==> config.mk <==
export PLATFORM = sky130hd
export DESIGN_NAME = sdf_delay_commutator
export DESIGN_NICKNAME = d
export VERILOG_FILES = /design/src/rtl/fft_pkg.sv /design/src/rtl/sdf_delay_commutator_line.sv /design/src/rtl/sdf_delay_commutator.sv
export SDC_FILE = /design/constraint.sdc
export NUM_CORES = 1
export LEC_CHECK = 0
export CORE_AREA = 2 2 131 133
export CTS_CLUSTER_DIAMETER = 150
export CTS_CLUSTER_SIZE = 20
export DETAILED_ROUTE_END_ITERATION = 10
export DIE_AREA = 0 0 133 135
export PLACE_DENSITY = 0.79
export SLEW_MARGIN = 20
export SYNTH_ARGS = -nofsm -noshare
export SYNTH_HDL_FRONTEND = slang
export SYNTH_SLANG_ARGS = --single-unit
==> constraint.sdc <==
create_clock -name clock -period 1.2 [get_ports clock]
set_input_delay 0.24 -clock clock [delete_from_list [all_inputs] [get_ports clock]]
set_output_delay 0.24 -clock clock [all_outputs]
set_load 0.03 [all_outputs]
==> src/rtl/fft_pkg.sv <==
// Shared FFT datapath types and constants.
// Phase encodings, default word width and a log2 helper.
package fft_pkg;

  localparam int DATA_WIDTH = 25;

  typedef enum logic {
    FILL = 1'b0,
    PAIR = 1'b1
  } phase_e;

  function automatic int clog2(input int v);
    int r;
    r = 0;
    for (int i = 0; i < 31; i++) begin
      if ((1 << i) < v) r = i + 1;
    end
    return r;
  endfunction

endpackage

==> src/rtl/sdf_delay_commutator_line.sv <==
// D-deep shift register feeding the SDF butterfly.
// Ports: clock, resetn/clear (sync zero), enable, sel_fb, write_data, fb_data -> head.
module sdf_delay_commutator_line
  import fft_pkg::*;
#(
  parameter int data_width  = DATA_WIDTH,
  parameter int delay_depth = 8
) (
  input  logic                  clock,
  input  logic                  resetn,
  input  logic                  clear,
  input  logic                  enable,
  input  logic                  sel_fb,
  input  logic [data_width-1:0] write_data,
  input  logic [data_width-1:0] fb_data,
  output logic [data_width-1:0] head
);

  logic [data_width-1:0] dl_q [delay_depth];
  logic [data_width-1:0] dl_d [delay_depth];

  always_comb begin
    for (int i = 0; i < delay_depth; i++) begin
      dl_d[i] = dl_q[i];
    end
    if (resetn || clear) begin
      for (int i = 0; i < delay_depth; i++) begin
        dl_d[i] = '0;
      end
    end else if (enable) begin
      for (int i = delay_depth - 1; i > 0; i--) begin
        dl_d[i] = dl_q[i-1];
      end
      dl_d[0] = sel_fb ? fb_data : write_data;
    end
  end

  always_ff @(posedge clock) begin
    for (int i = 0; i < delay_depth; i++) begin
      dl_q[i] <= dl_d[i];
    end
  end

  assign head = dl_q[delay_depth-1];

endmodule

==> src/rtl/sdf_delay_commutator.sv <==
// Radix-2 SDF delay/commutator: buffers half a block, pairs it with live input.
// Ports: clock, resetn, enable, clear, write_data, fb_data -> bf_*, drain_*, phase.
module sdf_delay_commutator
  import fft_pkg::*;
#(
  parameter int data_width  = DATA_WIDTH,
  parameter int delay_depth = 8,
  parameter int cnt_width   = clog2(delay_depth)
) (
  input  logic                  clock,
  input  logic                  resetn,
  input  logic                  enable,
  input  logic                  clear,
  input  logic [data_width-1:0] write_data,
  input  logic [data_width-1:0] fb_data,
  output logic [data_width-1:0] bf_a,
  output logic [data_width-1:0] bf_b,
  output logic                  bf_valid,
  output logic [data_width-1:0] drain_data,
  output logic                  drain_valid,
  output logic                  phase
);

  localparam logic [cnt_width-1:0] CNT_LAST =
    cnt_width'(delay_depth - 1);

  logic [cnt_width-1:0]  cnt_q, cnt_d;
  phase_e                phase_q, phase_d;
  logic                  primed_q, primed_d;
  logic [data_width-1:0] drain_data_q, drain_data_d;
  logic                  drain_valid_q, drain_valid_d;
  logic [data_width-1:0] head;

  sdf_delay_commutator_line #(
    .data_width (data_width),
    .delay_depth(delay_depth)
  ) u_line (
    .clock     (clock),
    .resetn    (resetn),
    .clear     (clear),
    .enable    (enable),
    .sel_fb    (phase_q == PAIR),
    .write_data(write_data),
    .fb_data   (fb_data),
    .head      (head)
  );

  always_comb begin
    cnt_d         = cnt_q;
    phase_d       = phase_q;
    primed_d      = primed_q;
    drain_data_d  = drain_data_q;
    drain_valid_d = 1'b0;
    if (resetn || clear) begin
      cnt_d        = '0;
      phase_d      = FILL;
      primed_d     = 1'b0;
      drain_data_d = '0;
    end else if (enable) begin
      cnt_d = cnt_q + cnt_width'(1);
      if (cnt_q == CNT_LAST) begin
        cnt_d   = '0;
        phase_d = (phase_q == FILL) ? PAIR : FILL;
        // Drain data is only meaningful after one full PAIR pass.
        if (phase_q == PAIR) primed_d = 1'b1;
      end
      if (phase_q == FILL) begin
        drain_data_d  = head;
        drain_valid_d = primed_q;
      end
    end
  end

  always_ff @(posedge clock) begin
    cnt_q         <= cnt_d;
    phase_q       <= phase_d;
    primed_q      <= primed_d;
    drain_data_q  <= drain_data_d;
    drain_valid_q <= drain_valid_d;
  end

  assign bf_a        = head;
  assign bf_b        = write_data;
  assign bf_valid    = enable & (phase_q == PAIR);
  assign drain_data  = drain_data_q;
  assign drain_valid = drain_valid_q;
  assign phase       = phase_q;

endmodule

---- Word-level counts from Yosys, hierarchy flattened ----
Memories as Yosys holds them, arrays and structs flattened.
Cells that the tools add are included.
operators by class
  add/subtract/negate cells ............... 1
  equality and inequality tests ........... 1
  muxes and demuxes ....................... 5
  bitwise gates (word level) .............. 3
  reduce and logical (&&, ||, !) cells .... 5
operators with widths
  operator               number
  $mux W200              2
  $mux W25               1
  $reduce_and A2 Y1      2
  $add A3 B1 Y3 const B  1
  $eq A3 B3 Y1 const B   1
  $mux W3                1
  $reduce_and A3 Y1      1
  $reduce_or A3 Y1       1
  $not A1 Y1             2
  $and A1 B1 Y1          1
  $logic_or A1 B1 Y1     1
  $mux W1                1
storage, ports and cells
  register bits after elaboration ......... 31
  memory bits (writable) .................. 200
  output and inout bits ................... 78
  word-level logic and storage cells ...... 21
  memories kept ........................... 1
memories
  name         depth  width  rd ports  clocked after memory_dff  wr ports  line                             source
  u_line.dl_q  8      25     8         0                         8         sdf_delay_commutator_line.sv:19  logic [data_width-1:0] dl_q [delay_depth];

---- Depth between registers and ports, before layout ----
Gate-level depths: netlist of the first run.
  depth after elaboration ................. 3
  gate-level depth with buffers ........... 6
  mapped depth without buffers ............ 5

---- Hierarchy ----
From an unflattened synthesis of the first run, not the netlist that was laid out.
unflattened totals
  cells, all modules ...................... 864
  area total of the unflattened synthesis .. 8938.6 µm²
by module, submodules not included
  module                     times used  cells an instance  area an instance (µm²)
  sdf_delay_commutator_line  1           701                7490.9
  sdf_delay_commutator       1           163                1447.6

---- Worst setup path after synthesis of the first run ----
Ideal clock, no wire load.
  kind .................................... register to register
  start ................................... register phase_q (netlist: phase)
  end ..................................... memory u_line.dl_q[0][10] (netlist bit)
  data arrival time ....................... 1.193 ns
  data required time ...................... 1.078 ns
  slack ................................... -0.114 ns
  cell stages (with the launch flop) ...... 5
  path buffers ............................ 2
  path through ............................ dfxtp_1 -> buf_4 -> buf_4 -> mux2i_1 -> a21oi_1
RTL lines
  item                      line                             source
  start: declaration        sdf_delay_commutator.sv:28       phase_e phase_q, phase_d;
  start signal: assignment  sdf_delay_commutator.sv:76       phase_q <= phase_d;
  end: declaration          sdf_delay_commutator_line.sv:19

---- Worst setup path after layout of the first run ----
  start ................................... register phase_q (netlist: phase)
  end ..................................... output bf_valid
on the way
  longest elaborated chain between the ends .. 1
ends and longest elaborated chain
  item              line                        source
  $and A1 B1 Y1     sdf_delay_commutator.sv:84  assign bf_valid = enable & (phase_q == PAIR);
  end: declaration  sdf_delay_commutator.sv:18  output logic bf_valid,
Every way passes these cells.

==> results of run 1 <==
-- how the worst max path moves through the flow --
stage          cells after the start  startpoint  slack (ns)                 end
2_1_floorplan                      4       phase       0.006  u_line.dl_q[0][10]
3_3_place_gp                       4       clear       -0.22  u_line.dl_q[1][12]
3_5_place_dp                       4       clear       -0.25  u_line.dl_q[0][40]
4_1_cts                            2       phase       -0.19            bf_valid
5_1_grt                            2       phase       -0.22            bf_valid
6_report                           2       phase       -0.17            bf_valid
-- synthesized netlist by cell type --
cell type  number
xor2_1          1
a21oi_1        51
nor2b_1         1
or2_1           1
and2_1          1
buf_2           8
and3_2          1
buf_4          72
ha_1            2
mux2i_1       203
nor2_1        182
buf_6          21
nand2b_1        1
o21ai_0        25
dfxtp_1       231
nand2_1        51
clkbuf_1        9
-- worst max-delay path: stages, from the launching register on --
cell	delay [ns]
dfxtp_4	0.38
and2_4	0.16
buf_6	0.13
-- kinds of logic after synthesis --
group / after synthesis / synth area share, %
mux: 203 / 23.0
fa+ha+maj: 2 / 0.283
xor+xnor: 1 / 0.0992
compound gates: 76 / 4.31
buf+inv: 110 / 9.64
simple gates: 238 / 10.3
flops: 231 / 52.4
-- state kept, by name (all words and copies together) (netlist names) --
| signal | flops |
|---|---|
| cnt_q | 3 |
| drain_data | 25 |
| drain_valid | 1 |
| phase | 1 |
| primed_q | 1 |
| u_line.dl_q | 200 |
-- where the power goes --
group	internal (W)	total, W	switching, W
combinational	0.000483	0.00101	0.000524
sequential	0.00770	0.00773	0.0000292
clock	0.00226	0.00462	0.00237
total	0.0104	0.0134	0.00292
-- layout make-up --
type	instances	area, µm²	area share (%)
sequential	231	4690	43.5
multi-input combinational	520	3430	31.8
clock buffer	15	375	3.48
tap	220	275	2.55
timing repair buffer	195	2010	18.6
clock inverter	1	11.3	0.104
-- repair_timing --
item | 4_1_cts | 5_1_grt
endpoints found under the setup margin | 52 | 88
buffers inserted | 28 | 10
cloned | 1 | 3
pin swaps | 0 | 2
gates resized for setup | 95 | 33
endpoints found under the hold margin | 0 | 0
-- stage by stage --
stage	setup TNS, ns	hold WS, ns	instances
floorplan	0	0.428	861
global placement	-40.75	0.442	1125
detailed placement	-44.48	0.447	1125
CTS	-0.334	0.173	1170
global route	-2.94	0.177	1182
finish	-1.51	0.186	1182
-- per-layer routing --
layer  GRT usage [%]  wire [µm]
met2            27.5       7120
met4            3.52        235
met5               0          0
met3            3.00        766
met1            26.7       8440
==> metrics.cfg, run 1 <==
[drt]
firstDrtPassIters=4
avgRoutedWirePerCell_um=14.0
drt-total-wl_mm=16.6
ant_nets=0
drt_iter0_markers=316
drt_drc_violations_left=0
vias=5912
avgViaCountPerCell=5.00

[power]
pwr_density_cell_nw_per_um2=1240
ir_drop_mv=0.719
p_leak_nw=4.46
p_total_w=0.0134

[worst_hold_path]
min_to=u_line.dl_q[1][32]
min_from=enable
worstHoldPathCells=3
worstHoldPathType=in -> reg

[critical_path]
worstSetupPathType=reg -> out
cp-start-kind=flop
r2r_cells=5
r2r_slack_ns=-0.10
crit_required_ns=0.96
cp_max_fo=5
worstReg2RegStart=phase
arrival_ns=1.13
crit_path_end_kind=output port
r2r_end=drain_valid

[cts]
cts-root-buf=clkbuf_16
insertion_delay_ns=0.46
postCtsHoldBufs=0
htreeDepth=1
cts_tree=done
clock_path_buffers=3
numCtsBuffers=15
clk_pin_slew_ns=0.08
numClockSinks=231

[outcome]
outcome=finished with violations
violations=negative setup slack

[yosys]
synth_area_leaders=dfxtp_1 52%, mux2i_1 23%, nor2_1 7.7%, buf_4 6.1%, a21oi_1 2.9%
syn_inst=861
synth_nets=917
yosys.area.top_type=dfxtp_1
synth_area_um2=8830
yosysWarnings=0
netlist.area_leader.share_pct=52.4
seq_area_frac_synth_pct=52.4
ys_types=17
ys_ff_latch=231
synth_area_per_cell_um2=10.3

[grt]
grt_pass1_wl_mm=27.3
overflow=0
grt_max_degree=62
grt_use_total_pct=17.9
antenna_found_initial=0
grt_pass1_vias=5594

[cells_and_area]
drive_gt1_share_pct=24.3
num-fill-cells=1247
fin_util_pct=65.8
layout.nets=1019
final_common_cell=mux2i_1
final_cell_area_um2=10800
n_antenna_cell=0
layout_common_cells=202 x mux2i_1, 182 x nor2_1, 179 x dfxtp_1
area_growth_syn_to_layout_pct=22.3

[floorplanning]
start_util_pct=53.8
io_pins=132
rows=47
dieArea_um2=18000
die_h_um=135
core_um2=16400
die_w_um=133

[place]
pre_cts_ws_ns=-0.246
dp_hpwl_mm=9.93
dpl_cell_area_um2=9720
routabilityCongestion=0.724
portBuffers=131

[sta]
finalMaxSlewViolations=0
slew_headroom_pct=79.3
finClkSkew_ns=0.0108
fin_crit_sh_pct=114
rsz0062_at_grt=true
finalSetupViolations=28
hold_violations=0
fmax_mhz=731
period_minus_slack_ns=1.37
worst_slack_ns=-0.168
worstMarginPinSlew_ns=0.310

[flow_run]
drv_cap=0

(Power assumes the default switching activity.)
==> run 2: changes to the inputs <==
==> constraint.sdc (replaced) <==
create_clock -name clock -period 1.2 [get_ports clock]
set_input_delay 0.24 -clock clock [delete_from_list [all_inputs] [get_ports clock]]
set_output_delay 0.24 -clock clock [all_outputs]
set_load 0.1 [all_outputs]
==> metrics.cfg, run 2 (synthesis results as in run 1) <==
[drt]
avgRoutedWirePerCell_um=15.0  ; +7.3%
firstDrtPassIters=4  ; unchanged
vias=6020  ; +1.8%
highest_layer=met5
drt-total-wl_mm=17.9  ; +8.1%
ant_nets=0  ; unchanged
drt_drc_violations_left=0  ; unchanged
drt_iter0_markers=345  ; +9.2%
m1WireLength_mm=8.31  ; -1.5%
wl_met3_um=949  ; +24%
wl_met2_mm=8.33  ; +17%
avgViaCountPerCell=5.05  ; +1.1%

[worst_hold_path]
worstHoldPathType=in -> reg

[critical_path]
r2r_cells=7  ; +2
r2r_slack_ns=-0.15  ; -0.05 ns
crit_required_ns=0.96  ; about the same
worstSetupPathType=reg -> out
crit_start=phase
cp_max_fo=4  ; -1
crit_path_end_kind=output port
worstReg2RegStart=phase
endpoint=bf_valid
cp-start-kind=flop
r2r_end=drain_data[18]
arrival_ns=1.20  ; +0.07 ns

[cells_and_area]
final_common_cell=mux2i_1
largest_reg_flops=200  ; unchanged
seqCellArea_um2=4740  ; +0.96%
n_antenna_cell=0  ; unchanged
top_register=u_line.dl_q
drive_gt1_share_pct=27.8  ; +3.5 points
final_cell_area_um2=11900  ; +10%
area_growth_syn_to_layout_pct=34.9
final_cells=1191  ; +0.76%
multi_input_area_um2=3550  ; +3.5%
layout_common_cells=202 x mux2i_1, 182 x nor2_1, 179 x dfxtp_1
layout.nets=1027  ; +0.79%
num-fill-cells=1113  ; -11%

[power]
p_total_w=0.0138  ; +3.1%
p_leak_nw=4.97  ; +11%
pwr_density_cell_nw_per_um2=1160  ; -6.6%
ir_drop_mv=0.768  ; +6.9%

[sta]
fin_crit_sh_pct=120  ; +6.1 points
worst_slack_ns=-0.241  ; -0.0735 ns
fmax_mhz=694  ; -5.1%
hold_violations=0  ; unchanged
period_minus_slack_ns=1.44  ; +0.0735 ns
slew_headroom_pct=86.6  ; +7.4 points
rsz0062_at_grt=true
finalMaxSlewViolations=0  ; unchanged
finClkSkew_ns=0.0160  ; +0.00514 ns
worstMarginPinSlew_ns=0.195  ; -0.115 ns
finalSetupViolations=84  ; +200%

[outcome]
violations=negative setup slack
outcome=finished with violations

[cts]
cts_tree=done
cts-root-buf=clkbuf_16
postCtsHoldBufs=0  ; unchanged
numCtsBuffers=15  ; unchanged
clk_pin_slew_ns=0.08  ; about the same
clock_path_buffers=3  ; unchanged
numClockSinks=231  ; unchanged
insertion_delay_ns=0.47  ; about the same
htreeDepth=1  ; unchanged

[floorplanning]
die_w_um=133  ; unchanged
die_h_um=135  ; unchanged
core_um2=16400  ; unchanged
io_pins=132  ; unchanged
rows=47  ; unchanged
dieArea_um2=18000  ; unchanged
start_util_pct=53.8  ; unchanged

[place]
dpl_cell_area_um2=10700  ; +10%
dp_hpwl_mm=10.8  ; +8.7%
routabilityCongestion=0.723  ; about the same
portBuffers=131  ; unchanged
pre_cts_ws_ns=-0.295  ; -0.0491 ns
place_inst=1124  ; -0.089%

[grt]
grt_use_total_pct=18.3  ; +0.46 points
grt_pass1_wl_mm=27.8  ; +1.9%
antenna_found_initial=1  ; +1
overflow=0  ; unchanged
grt_max_degree=54  ; -13%
grt_pass1_vias=5740  ; +2.6%

[flow_run]
drv_cap=0  ; unchanged

-- run 2: cell count changes in the layout (fill, tap and decap cells not counted), sizes merged --
| cell | previous run | this run |
|---|---|---|
| dlymetal6s2s | 0 | 15 |
| clkbuf | 17 | 19 |
| clkdlybuf4s50 | 52 | 28 |
| buf | 141 | 148 |
| dlygate4sd2 | 0 | 9 |
-- run 2: worst min path at each step --
stage / start / to / slack (ns) / cells past startpoint
2_1_floorplan: u_line.dl_q[3][35] / drain_data[10] / 0.44 / 2
3_3_place_gp: primed_q / primed_q / 0.46 / 2
6_report: write_data[1] / u_line.dl_q[0][1] / 0.17 / 3
5_1_grt: enable / u_line.dl_q[1][30] / 0.19 / 3
3_5_place_dp: drain_data[11] / drain_data[11] / 0.47 / 2
4_1_cts: enable / u_line.dl_q[2][5] / 0.17 / 3
-- run 2: report_power, final --
| group | switching, W | internal, W | total (W) |
|---|---|---|---|
| combinational | 0.000813 | 0.000604 | 0.00142 |
| clock | 0.00239 | 0.00227 | 0.00466 |
| sequential | 0.0000282 | 0.00766 | 0.00769 |
| total | 0.00323 | 0.0105 | 0.0138 |
-- run 2: area by class of cell --
type                       instances  area share (%)
sequential                       231            39.8
multi-input combinational        520            29.8
timing repair buffer             203            24.8
clock buffer                      16            3.18
tap                              220            2.31
clock inverter                     1          0.0946
-- run 2: critical path: stages (launching register included) --
cell     delay (ns)
dfxtp_4        0.39
and2_4         0.17
buf_12         0.17
-- run 2: layer usage --
layer  track usage, %  vias up
li1                 -     3038
met1             24.9     2796
met2             30.7      158
met3             3.15       26
met4             4.30        2
met5                0        -
-- run 2: repair_timing --
item,CTS,global route
setup endpoints to repair,62,95
cloned,1,4
pin swaps,0,16
buffers inserted,32,13
gates resized for setup,74,73
-- run 2: metrics by stage --
step	util (%)	hold slack (ns)	setup TNS, ns
2_1_floorplan	-	0.437	-2.23
3_3_place_gp	65.4	0.457	-46.15
3_5_place_dp	65.4	0.469	-49.61
4_1_cts	70.0	0.170	-2.94
5_1_grt	72.6	0.188	-7.63
6_report	72.6	0.169	-5.06
